==> config.mk <==
export PLATFORM = sky130hd
export DESIGN_NAME = rr_channel_sequencer
export DESIGN_NICKNAME = d
export VERILOG_FILES = /design/src/rtl/rr_seq_pkg.sv /design/src/rtl/rr_priority_pick.sv /design/src/rtl/rr_channel_sequencer.sv
export SDC_FILE = /design/constraint.sdc
export NUM_CORES = 1
export LEC_CHECK = 0
export CORE_MARGIN = 2
export CORE_UTILIZATION = 45
export DETAILED_ROUTE_END_ITERATION = 8
export GPL_TIMING_DRIVEN = 0
export PLACE_DENSITY = 0.69
export SLEW_MARGIN = 20
export SYNTH_ARGS = -nofsm -noshare
export SYNTH_HDL_FRONTEND = slang
export SYNTH_SLANG_ARGS = --single-unit
export TNS_END_PERCENT = 1
==> constraint.sdc <==
create_clock -name clk -period 1.9 [get_ports clk]
set_input_delay 0.57 -clock clk [delete_from_list [all_inputs] [get_ports clk]]
set_output_delay 0.57 -clock clk [all_outputs]
set_load 0.005 [all_outputs]
==> src/rtl/rr_seq_pkg.sv <==
// Shared types and constants for the round-robin channel sequencer.
package rr_seq_pkg;

  localparam int N_CH  = 4;
  localparam int SEL_W = 2;

  typedef enum logic [1:0] {
    IDLE  = 2'b00,
    GRANT = 2'b01,
    GAP   = 2'b10
  } state_t;

endpackage

==> src/rtl/rr_priority_pick.sv <==
// Combinational round-robin pick: rotate req so the channel after ptr sits at
// bit 0, then take the lowest set bit and map it back to a channel index.
module rr_priority_pick
  import rr_seq_pkg::*;
(
  input  logic [N_CH-1:0]  req,
  input  logic [SEL_W-1:0] ptr,
  output logic [SEL_W-1:0] winner,
  output logic             any
);

  logic [2*N_CH-1:0] dbl;
  logic [N_CH-1:0]   rot;
  logic [2:0]        shift;
  logic [SEL_W-1:0]  off;

  always_comb begin
    dbl   = {req, req};
    shift = {1'b0, ptr} + 3'd1;
    rot   = dbl[shift +: N_CH];
    off   = '0;
    // Scan from the top so the lowest set bit is the one left in off.
    for (int i = N_CH - 1; i >= 0; i--) begin
      if (rot[i]) off = SEL_W'(i);
    end
    winner = ptr + off + 2'd1;
    any    = |req;
  end

endmodule

==> src/rtl/rr_channel_sequencer.sv <==
// Round-robin grant sequencer driving a 2-to-4 decoder with a one-cycle dead gap
// between grants. The consumer release pulse is named rel since release is a keyword.
module rr_channel_sequencer
  import rr_seq_pkg::*;
#(
  parameter int MAX_HOLD = 8,
  parameter int CNT_W    = 8
) (
  input  logic             clk,
  input  logic             rst_n,
  input  logic [N_CH-1:0]  req,
  input  logic             rel,
  output logic [SEL_W-1:0] sel,
  output logic             sel_en,
  output logic             busy,
  output logic             timeout
);

  localparam logic [CNT_W-1:0] HOLD_LIM = CNT_W'(MAX_HOLD);

  state_t           state, state_n;
  logic [SEL_W-1:0] ptr, ptr_n, sel_n, winner;
  logic [CNT_W-1:0] cnt, cnt_n;
  logic             sel_en_n, busy_n, timeout_n, any;
  logic             expired, withdrawn;

  rr_priority_pick u_pick (
    .req    (req),
    .ptr    (ptr),
    .winner (winner),
    .any    (any)
  );

  always_ff @(posedge clk or negedge rst_n) begin
    if (!rst_n) begin
      state   <= IDLE;
      ptr     <= 2'd3;
      sel     <= '0;
      sel_en  <= 1'b0;
      busy    <= 1'b0;
      timeout <= 1'b0;
      cnt     <= '0;
    end else begin
      state   <= state_n;
      ptr     <= ptr_n;
      sel     <= sel_n;
      sel_en  <= sel_en_n;
      busy    <= busy_n;
      timeout <= timeout_n;
      cnt     <= cnt_n;
    end
  end

  always_comb begin
    state_n   = state;
    ptr_n     = ptr;
    sel_n     = sel;
    sel_en_n  = sel_en;
    busy_n    = busy;
    timeout_n = 1'b0;
    cnt_n     = cnt;
    expired   = (cnt == HOLD_LIM);
    withdrawn = ~req[sel];

    case (state)
      IDLE, GAP: begin
        if (any) begin
          state_n  = GRANT;
          sel_n    = winner;
          ptr_n    = winner;
          sel_en_n = 1'b1;
          busy_n   = 1'b1;
          cnt_n    = CNT_W'(1);
        end else begin
          state_n  = IDLE;
          sel_en_n = 1'b0;
          busy_n   = 1'b0;
          cnt_n    = '0;
        end
      end
      GRANT: begin
        // Release or withdrawal on the expiry edge wins, so no timeout pulse then.
        if (rel || withdrawn || expired) begin
          state_n   = GAP;
          sel_en_n  = 1'b0;
          busy_n    = 1'b1;
          cnt_n     = '0;
          timeout_n = expired && !rel && !withdrawn;
        end else begin
          cnt_n = cnt + CNT_W'(1);
        end
      end
      default: begin
        state_n  = IDLE;
        sel_en_n = 1'b0;
        busy_n   = 1'b0;
        cnt_n    = '0;
      end
    endcase
  end

endmodule

==> Word level (Yosys, flattened, before mapping) <==
Cells that the tools add are included.
{ "totals": {"output_inout_bits": 5, "reg_bits": 17, "input_bits": 7, "word_cells": 46} }
{ "classes": {"n_reduce_logical": 9, "muxes": 19, "bitwise": 1, "n_lt_le_gt_ge": 1, "n_eq_ne": 4, "shift": 1, "addsub": 4} }
{ "op_table": {"columns": ["operator", "n"], "rows": [
  ["8-bit one-hot mux with 2 select lines", 1],
  ["2-bit two-way mux", 5],
  ["8-bit by 1-bit adder with 8-bit output, second input constant", 1],
  ["8-bit by 4-bit == test with 1-bit output, second input constant", 1],
  ["1-bit two-way mux", 8],
  ["8-bit two-way mux", 1],
  ["8-bit by 4-bit indexed part select with 4-bit output", 1],
  ["1-bit one-hot mux with 2 select lines", 2],
  ["2-bit one-hot mux with 2 select lines", 1],
  ["4-bit OR reduction", 1],
  ["2-bit by 1-bit adder with 3-bit output, second input constant", 1],
  ["2-bit by 3-bit < comparator with 1-bit output, second input constant", 1],
  ["2-bit by 1-bit adder with 2-bit output, second input constant", 1],
  ["2-bit adder", 1],
  ["1-bit binary-select mux with 2-bit select", 1],
  ["2-bit by 1-bit == test with 1-bit output, second input constant", 1],
  ["2-bit == test, second input constant", 1],
  ["1-bit logical AND", 2],
  ["2-bit zero test", 1],
  ["1-bit logical OR", 2],
  ["2-bit != test, second input constant", 1],
  ["2-bit AND reduction", 1],
  ["2-bit OR reduction", 1],
  ["1-bit zero test", 1],
  ["1-bit NOT", 1]
]} }

==> Depth between registers and ports, before layout <==
Gate-level depths: netlist of run 1.
{ "logic_depth": {"ltp_word": 8, "mapped_depth": 9, "depth_no_buf": 8} }

==> By module <==
Synthesis of run 1 repeated with hierarchy kept, for this count alone.
{ "unflattened": {"hier_cells": 104, "area_unflattened_um2": 984.7} }
{ "by_module_without_submodules": {"columns": ["mod", "n_inst", "area_each_um2", "seq_area_each_um2", "cells_per_inst"], "rows": [
  ["rr_channel_sequencer", 1, 798.3, 427.9, 75],
  ["rr_priority_pick", 1, 186.4, 0.0, 29]
]} }

==> Worst setup path before layout of run 1 <==
Ideal clock, no wire load.
{ "synth_path": {"path_type": "flip-flop to flip-flop", "startpoint": "register ptr[1]", "endpoint": "register sel[1]", "setup_time_ns": 0.069, "path_buffers": 1, "period_less_slack_ns": 1.975, "path_slack_ns": -0.075, "t_arrival_ns": 1.906, "t_required_ns": 1.831, "path_stages_with_launch": 9, "path_cell_list": "dfstp_2 -> clkbuf_1 -> o21ai_0 -> a21oi_1 -> o32ai_1 -> ha_1 -> nor2_2 -> or4b_1 -> nand3_1"} }
{ "synth_via": {"elab_chain_len": 8} }
{ "synth_lines": {"columns": ["element", "line_no", "text"], "rows": [
  ["start: declaration", "rr_channel_sequencer.sv:22", "logic [SEL_W-1:0] ptr, ptr_n, sel_n, winner;"],
  ["start signal: assignment", "rr_channel_sequencer.sv:45", "ptr <= ptr_n;"],
  ["2-bit by 1-bit adder with 3-bit output", "rr_priority_pick.sv:19", "shift = {1'b0, ptr} + 3'd1;"],
  ["8-bit by 4-bit indexed part select with 4-bit output", "rr_priority_pick.sv:20", "rot = dbl[shift +: N_CH];"],
  ["2-bit two-way mux (4 in a row)", "rr_priority_pick.sv:24", "if (rot[i]) off = SEL_W'(i);"],
  ["2-bit adder *", "rr_priority_pick.sv:26", "winner = ptr + off + 2'd1;"],
  ["2-bit by 1-bit adder with 2-bit output *", "rr_priority_pick.sv:26", null],
  ["end signal: assignment", "rr_channel_sequencer.sv:46", "sel <= sel_n;"],
  ["end: declaration", "rr_channel_sequencer.sv:13", "output logic [SEL_W-1:0] sel,"]
]} }
Every way passes the cells marked *; elsewhere a longest branch is shown, timed or not.
A chain may end at the register's enable or synchronous reset.

==> Final worst setup path of run 1 <==
Same ends and word-level chain as after synthesis.

==> reports/metrics.cfg, run 1 <==
[yosys]
ys_seq_elements=17
synth_cell_types=33
syn_area_um2=989.7
synth_largest_type_area_fraction_pct=37.93
yosysTopAreaCell=dfrtp_1
synth_seq_area_share_pct=43.24
syn_inst=110
yosys_warnings=0
synth.avg_cell_area_um2=8.997
synth.area.top_cells=dfrtp_1, nor2_1, dfstp_2, a21oi_1, o21ai_0
synth.net_count=120

[detailed_routing]
wl_per_cell_um=12.40
drtIter0Drc=10
met3_length_um=131
wl_mm=1.897
route.met2.wl_um=883
drc=0
vias_per_cell=5.320
drt-pass1-iter-count=4
vias=814
wl_met1_um=858
highest_layer=met4
ant_nets=0

[timing]
postLayoutSetupSlackWorst_ps=71.69
hold_viol=0
slew_violations=0
final.min_clock_period_ps=1828
worst_pin_slew_ps=734.1
slew_headroom_pct=50.91
fmax_mhz=547.0
fin_skew_ps=2.495
period_share_pct=96.23
setup_viol=0

[layout]
num_antenna_cells=0
area_delta_synth_final_pct=18.71
final_nets=137
finish.utilization_pct=58.11
fill_cells=181
final_cells=153
drive_gt1_share_pct=19.84
design_area_mm2=0.001175

[clock_tree]
cts_tree=built
hold_buffers=0
clock-sinks=17
clock_path_buffers=2
cts_buffers=3
clock_latency_ps=290
clkTransAtPathRegs_ps=90
htreeDepth=1
clock_tree.root_cell=clkbuf_4

[floorplanning]
die_w_um=50.90
dieArea_mm2=0.002590
initial_utilization_pct=48.95
io_pins=12
die_h_um=50.90
core_area_mm2=0.002022
placement_rows=16

[critical_path]
critPathRequiredTime_ps=2140
critPathMaxFanout=6
start_kind=flop
critical_path_class=flop to flop
worstPathArrival_ps=2070
endpoint_kind=flop
r2r_slack_ps=70

[power_and_ir_drop]
totalPowerFinal_mw=1.463
ir_drop_mv=0.7120
p_leak_nw=0.5183
power_density_mw_per_mm2=1245

[placement]
dp.cells=146
place_area_mm2=0.001120
pre_cts_ws_ps=-560.4
place_congestion=0.8542
port_buffers=9
dpl.hpwl_mm=1.380

[global_route]
gr-total-overflow=0
grt_start_max_net_pins=18
track_usage_pct=16.37
grt_pass1_vias=713
grt_pass1_wl_mm=3.146
antenna_found_initial=0

[status]
status=finished clean

[hold_path]
hold_path_class=flop to flop

[run]
drv_cap=0

-- Yosys cell counts (all sizes together) --
cell,instances
nor2,18
dfrtp,15
inv,9
nand2,9
o21ai,9
a21oi,8
xnor2,4
buf,3
ha,3
nand2b,3
nand3,3
o32ai,3
xor2,3
dfstp,2
nor2b,2
nor3,2
o31ai,2
or2,2
a21o,1
a32oi,1
and2,1
clkbuf,1
mux2i,1
mux4,1
nand4,1
nand4b,1
nor4,1
or4b,1
-- worst max-delay path, cell delays in order (launching register included) --
cell     delay [ps]
dfstp_2         590
o21ai_1          70
a21oi_1         180
o32ai_2         100
ha_2            190
nor2_2          110
or4b_4          460
nand3_2          80
-- layout by cell type (no fill, tap or decap), drive strengths merged, types with 3 or more instances in the layout --
master	synthesis	final
xor2	3	3
clkdlybuf4s50	0	7
nand2b	3	3
nand3	3	3
o21ai	9	9
nand2	9	9
o32ai	3	3
buf	3	6
xnor2	4	4
ha	3	3
inv	9	9
nor2	18	18
dfrtp	15	15
clkbuf	1	7
a21oi	8	8
-- final timing paths --
| check | start | to | depth (start not counted) |
|---|---|---|---|
| min in group asynchronous | rst_n | sel[1]$_DFFE_PN0P_ | 1 |
| max reg2reg | ptr[1]$_DFFE_PN1P_ | sel[1]$_DFFE_PN0P_ | 7 |
| min reg2reg | sel_en$_DFFE_PN0P_ | sel_en$_DFFE_PN0P_ | 2 |
| max in group asynchronous | rst_n | cnt[4]$_DFF_PN0_ | 1 |
| max | ptr[1]$_DFFE_PN1P_ | sel[1]$_DFFE_PN0P_ | 7 |
| min | sel_en$_DFFE_PN0P_ | sel_en$_DFFE_PN0P_ | 2 |
-- metal layers --
layer,GRT usage [%],vias to the layer above
li1,-,403
met1,21.67,383
met2,26.10,24
met3,5.263,4
met4,4.054,0
met5,0,-
-- sequential cells by signal (all words and copies together), names as in the netlist --
register	cells
cnt	8
busy	1
timeout	1
ptr	2
sel_en	1
sel	2
state	2
-- power breakdown --
part | switching [mW] | total [mW] | internal, mW
Sequential | 0.101 | 0.584 | 0.483
Combinational | 0.317 | 0.685 | 0.368
Clock | 0.112 | 0.194 | 0.0818
-- repair_timing --
action                                  in CTS  in global routing
resized for setup                            2                  8
buffers inserted                             0                  4
endpoints found under the setup margin      11                  2
pin swaps                                    0                  4
-- layout make-up --
type	count	area [um2]	area share, %
Multi-Input combinational cell	80	515.5	43.88
Tap cell	27	33.78	2.875
Buffer	3	30.03	2.556
Timing Repair Buffer	13	107.6	9.159
Inverter	9	33.78	2.875
Sequential cell	17	427.9	36.42
Clock buffer	4	26.28	2.236
-- cells by family after synthesis --
family	after synthesis	synth area share (%)
fa+ha+maj	3	3.793
mux	2	3.287
buf+inv	13	6.573
flops	17	43.24
xor+xnor	7	6.195
simple gates	44	22.50
compound gates	24	14.41
-- through the flow --
| step | setup TNS [ps] | hold slack (ps) |
|---|---|---|
| 6_report | 0 | 533.9 |
| 5_1_grt | -4.476 | 580.0 |
| 4_1_cts | 0 | 546.5 |
| 3_5_place_dp | -5549 | 524.1 |
| 3_3_place_gp | -4924 | 510.3 |
| 2_1_floorplan | 0 | 274.4 |
Note: power is estimated with default switching activity, not from simulation.
==> inputs of run 2 (changes only) <==
- CAP_MARGIN: default -> 10
- GPL_ROUTABILITY_DRIVEN: default -> 0
==> results of run 2 <==
Same layout as run 1: the final DEF is identical, and so are final timing and power.
==> inputs of run 3 (changes only) <==
--- a/config.mk
+++ b/config.mk
@@ -10,2 +10,3 @@
 export CORE_UTILIZATION = 45
+export CTS_CLUSTER_SIZE = 40
 export DETAILED_ROUTE_END_ITERATION = 8
==> constraint.sdc (replaced) <==
create_clock -name clk -period 1.9 [get_ports clk]
set_input_delay 0.38 -clock clk [delete_from_list [all_inputs] [get_ports clk]]
set_output_delay 0.38 -clock clk [all_outputs]
set_load 0.005 [all_outputs]
==> reports/metrics.cfg, run 3 (synthesized netlist as in run 1, its figures left out) <==
[critical_path]
endpoint_kind=flop
r2r-start=ptr[1]$_DFFE_PN1P_
r2r_end=sel[1]$_DFFE_PN0P_
cpPeakStageDelay_ps=580  ; about the same
critPathLaunch=ptr[1]$_DFFE_PN1P_
worstPathArrival_ps=2090  ; +20 ps
endpoint=sel[1]$_DFFE_PN0P_
crit_chain=o21ai_0 -> a21oi_1 -> o32ai_2 -> ha_2 -> nor2_2 -> or4b_1 -> nand3_1
r2r_slack_ps=60  ; about the same
critPathTopFamily=simple AND/OR/NAND/NOR gates
start_kind=flop
cpMaxStageDelayCell=dfstp_2
critPathRequiredTime_ps=2150  ; about the same
critical_path_class=flop to flop
critPathMaxFanout=4  ; -2
worst-path-buf-inv=0  ; unchanged
rr_worst_depth=7  ; unchanged
critical_path_depth=7  ; unchanged

[layout]
drive_gt1_share_pct=17.60  ; -2.2 points
fill_cells=193  ; +6.6%
area_delta_synth_final_pct=18.33
final_nets=136  ; -0.73%
num_antenna_cells=0  ; unchanged
top_register=cnt
multi_input_area_um2=510.5  ; -0.97%
ff_latch_area_um2=427.9  ; unchanged
layout_commonest_cell=nor2_1
layout_common_cells=nor2_1, dfrtp_1, inv_1, nand2_1
finish.utilization_pct=57.92  ; -0.19 points
largest_reg_flops=8  ; unchanged

[clock_tree]
clock_path_buffers=2  ; unchanged
clock_tree.root_cell=clkbuf_4
cts_tree=built
htreeDepth=1  ; unchanged
cts_buffers=3  ; unchanged
clkTransAtPathRegs_ps=110  ; +20 ps
clock_latency_ps=300  ; about the same
clock-sinks=17  ; unchanged
hold_buffers=0  ; unchanged

[floorplanning]
die_h_um=50.90  ; unchanged
die_w_um=50.90  ; unchanged
initial_utilization_pct=48.95  ; unchanged
placement_rows=16  ; unchanged
io_pins=12  ; unchanged
dieArea_mm2=0.002590  ; unchanged
core_area_mm2=0.002022  ; unchanged

[detailed_routing]
met3_length_um=105  ; -20%
vias_per_cell=5.355  ; +0.66%
drc=0  ; unchanged
highest_layer=met4
wl_mm=2.000  ; +5.4%
route.met2.wl_um=984  ; +11%
ant_nets=0  ; unchanged
vias=814  ; unchanged
wl_per_cell_um=13.16  ; +6.1%
wl_met1_um=889  ; +3.6%
drt-pass1-iter-count=4  ; unchanged
drtIter0Drc=19  ; +9

[timing]
fin_skew_ps=15.04  ; +12.54 ps
holdWs_ps=525.5  ; -8.375 ps
hold_viol=0  ; unchanged
final.min_clock_period_ps=1843  ; +14.89 ps
period_share_pct=97.01  ; +0.78 points
slew_headroom_pct=47.09  ; -3.8 points
worst_pin_slew_ps=791.1  ; +57.04 ps
setup_viol=0  ; unchanged
fmax_mhz=542.5  ; -0.81%
slew_violations=0  ; unchanged

[global_route]
track_usage_pct=17.63  ; +1.3 points
grt_start_max_net_pins=18  ; unchanged
grt_pass1_wl_mm=3.408  ; +8.3%
grt_pass1_vias=778  ; +9.1%
gr-total-overflow=0  ; unchanged
antenna_found_initial=0  ; unchanged

[power_and_ir_drop]
power.internal_uw=912.6  ; -2.2%
clkPwrFrac_pct=13.6  ; +0.3 points
p_leak_nw=0.5120  ; -1.2%
p_switching_uw=533.2  ; +0.61%
power_density_mw_per_mm2=1235  ; -0.86%
power_frac_comb_pct=46.1  ; -0.7 points
ir_drop_mv=0.5918  ; -17%
switching_share_pct=36.88  ; +0.66 points
seq_power_share_pct=40.3  ; +0.4 points

[placement]
port_buffers=9  ; unchanged
dpl.hpwl_mm=1.450  ; +5.1%

[status]
status=finished clean

[hold_path]
hold_path_class=input port to asynchronous set/reset pin

[run]
drv_cap=0  ; unchanged

## run 3: final cells by class
cell class	instances	share of cell area, %
Clock buffer	3	1.923
Multi-Input combinational cell	80	43.59
Sequential cell	17	36.54
Inverter	9	2.885
Buffer	3	2.350
Tap cell	27	2.885
Clock inverter	1	0.4274
Timing Repair Buffer	12	9.402
## run 3: how the worst min path moves through the flow
stage	end	from	cells past startpoint	slack (ps)
final	sel[1]$_DFFE_PN0P_	rst_n	1	530
after global routing	sel_en$_DFFE_PN0P_	sel_en$_DFFE_PN0P_	2	560
after CTS	sel_en$_DFFE_PN0P_	sel_en$_DFFE_PN0P_	2	540
after detailed placement	sel_en$_DFFE_PN0P_	sel_en$_DFFE_PN0P_	2	510
after global placement	sel[1]$_DFFE_PN0P_	sel[1]$_DFFE_PN0P_	2	510
after floorplan	busy$_DFFE_PN0P_	rst_n	0	80
## run 3: metal layers
| layer | track usage [%] | vias up |
|---|---|---|
| met2 | 30.92 | 23 |
| met5 | 0 | - |
| met1 | 21.62 | 387 |
| li1 | - | 400 |
| met3 | 5.556 | 4 |
| met4 | 2.703 | 0 |
## run 3: power groups by stage
stage / Combinational (mW) / Sequential [mW] / Clock, mW
after global placement: 0.595 / 0.575 / 0
after CTS: 0.637 / 0.575 / 0.206
after floorplan: 0.427 / 0.559 / 0
after global routing: 0.749 / 0.594 / 0.215
final: 0.666 / 0.583 / 0.196
after detailed placement: 0.618 / 0.579 / 0
## run 3: repair_timing
action                                  CTS  global route
buffers inserted                          2             1
resized for setup                         2             5
pin swaps                                 0             3
endpoints found under the setup margin    1             1
gates cloned                              0             0
## run 3: stage by stage
| stage | instances | setup TNS, ps | area [um2] | setup slack, ps | power [mW] |
|---|---|---|---|---|---|
| CTS | 151 | 0 | 1150 | 85.99 | 1.418 |
| global placement | 146 | -1997 | 1115 | -366.6 | 1.170 |
| global route | 152 | -22.22 | 1171 | -22.22 | 1.558 |
| finish | 152 | 0 | 1171 | 56.79 | 1.446 |
| floorplan | 110 | 0 | 991.0 | 34.64 | 0.9860 |
| detailed placement | 146 | -2560 | 1115 | -423.3 | 1.198 |
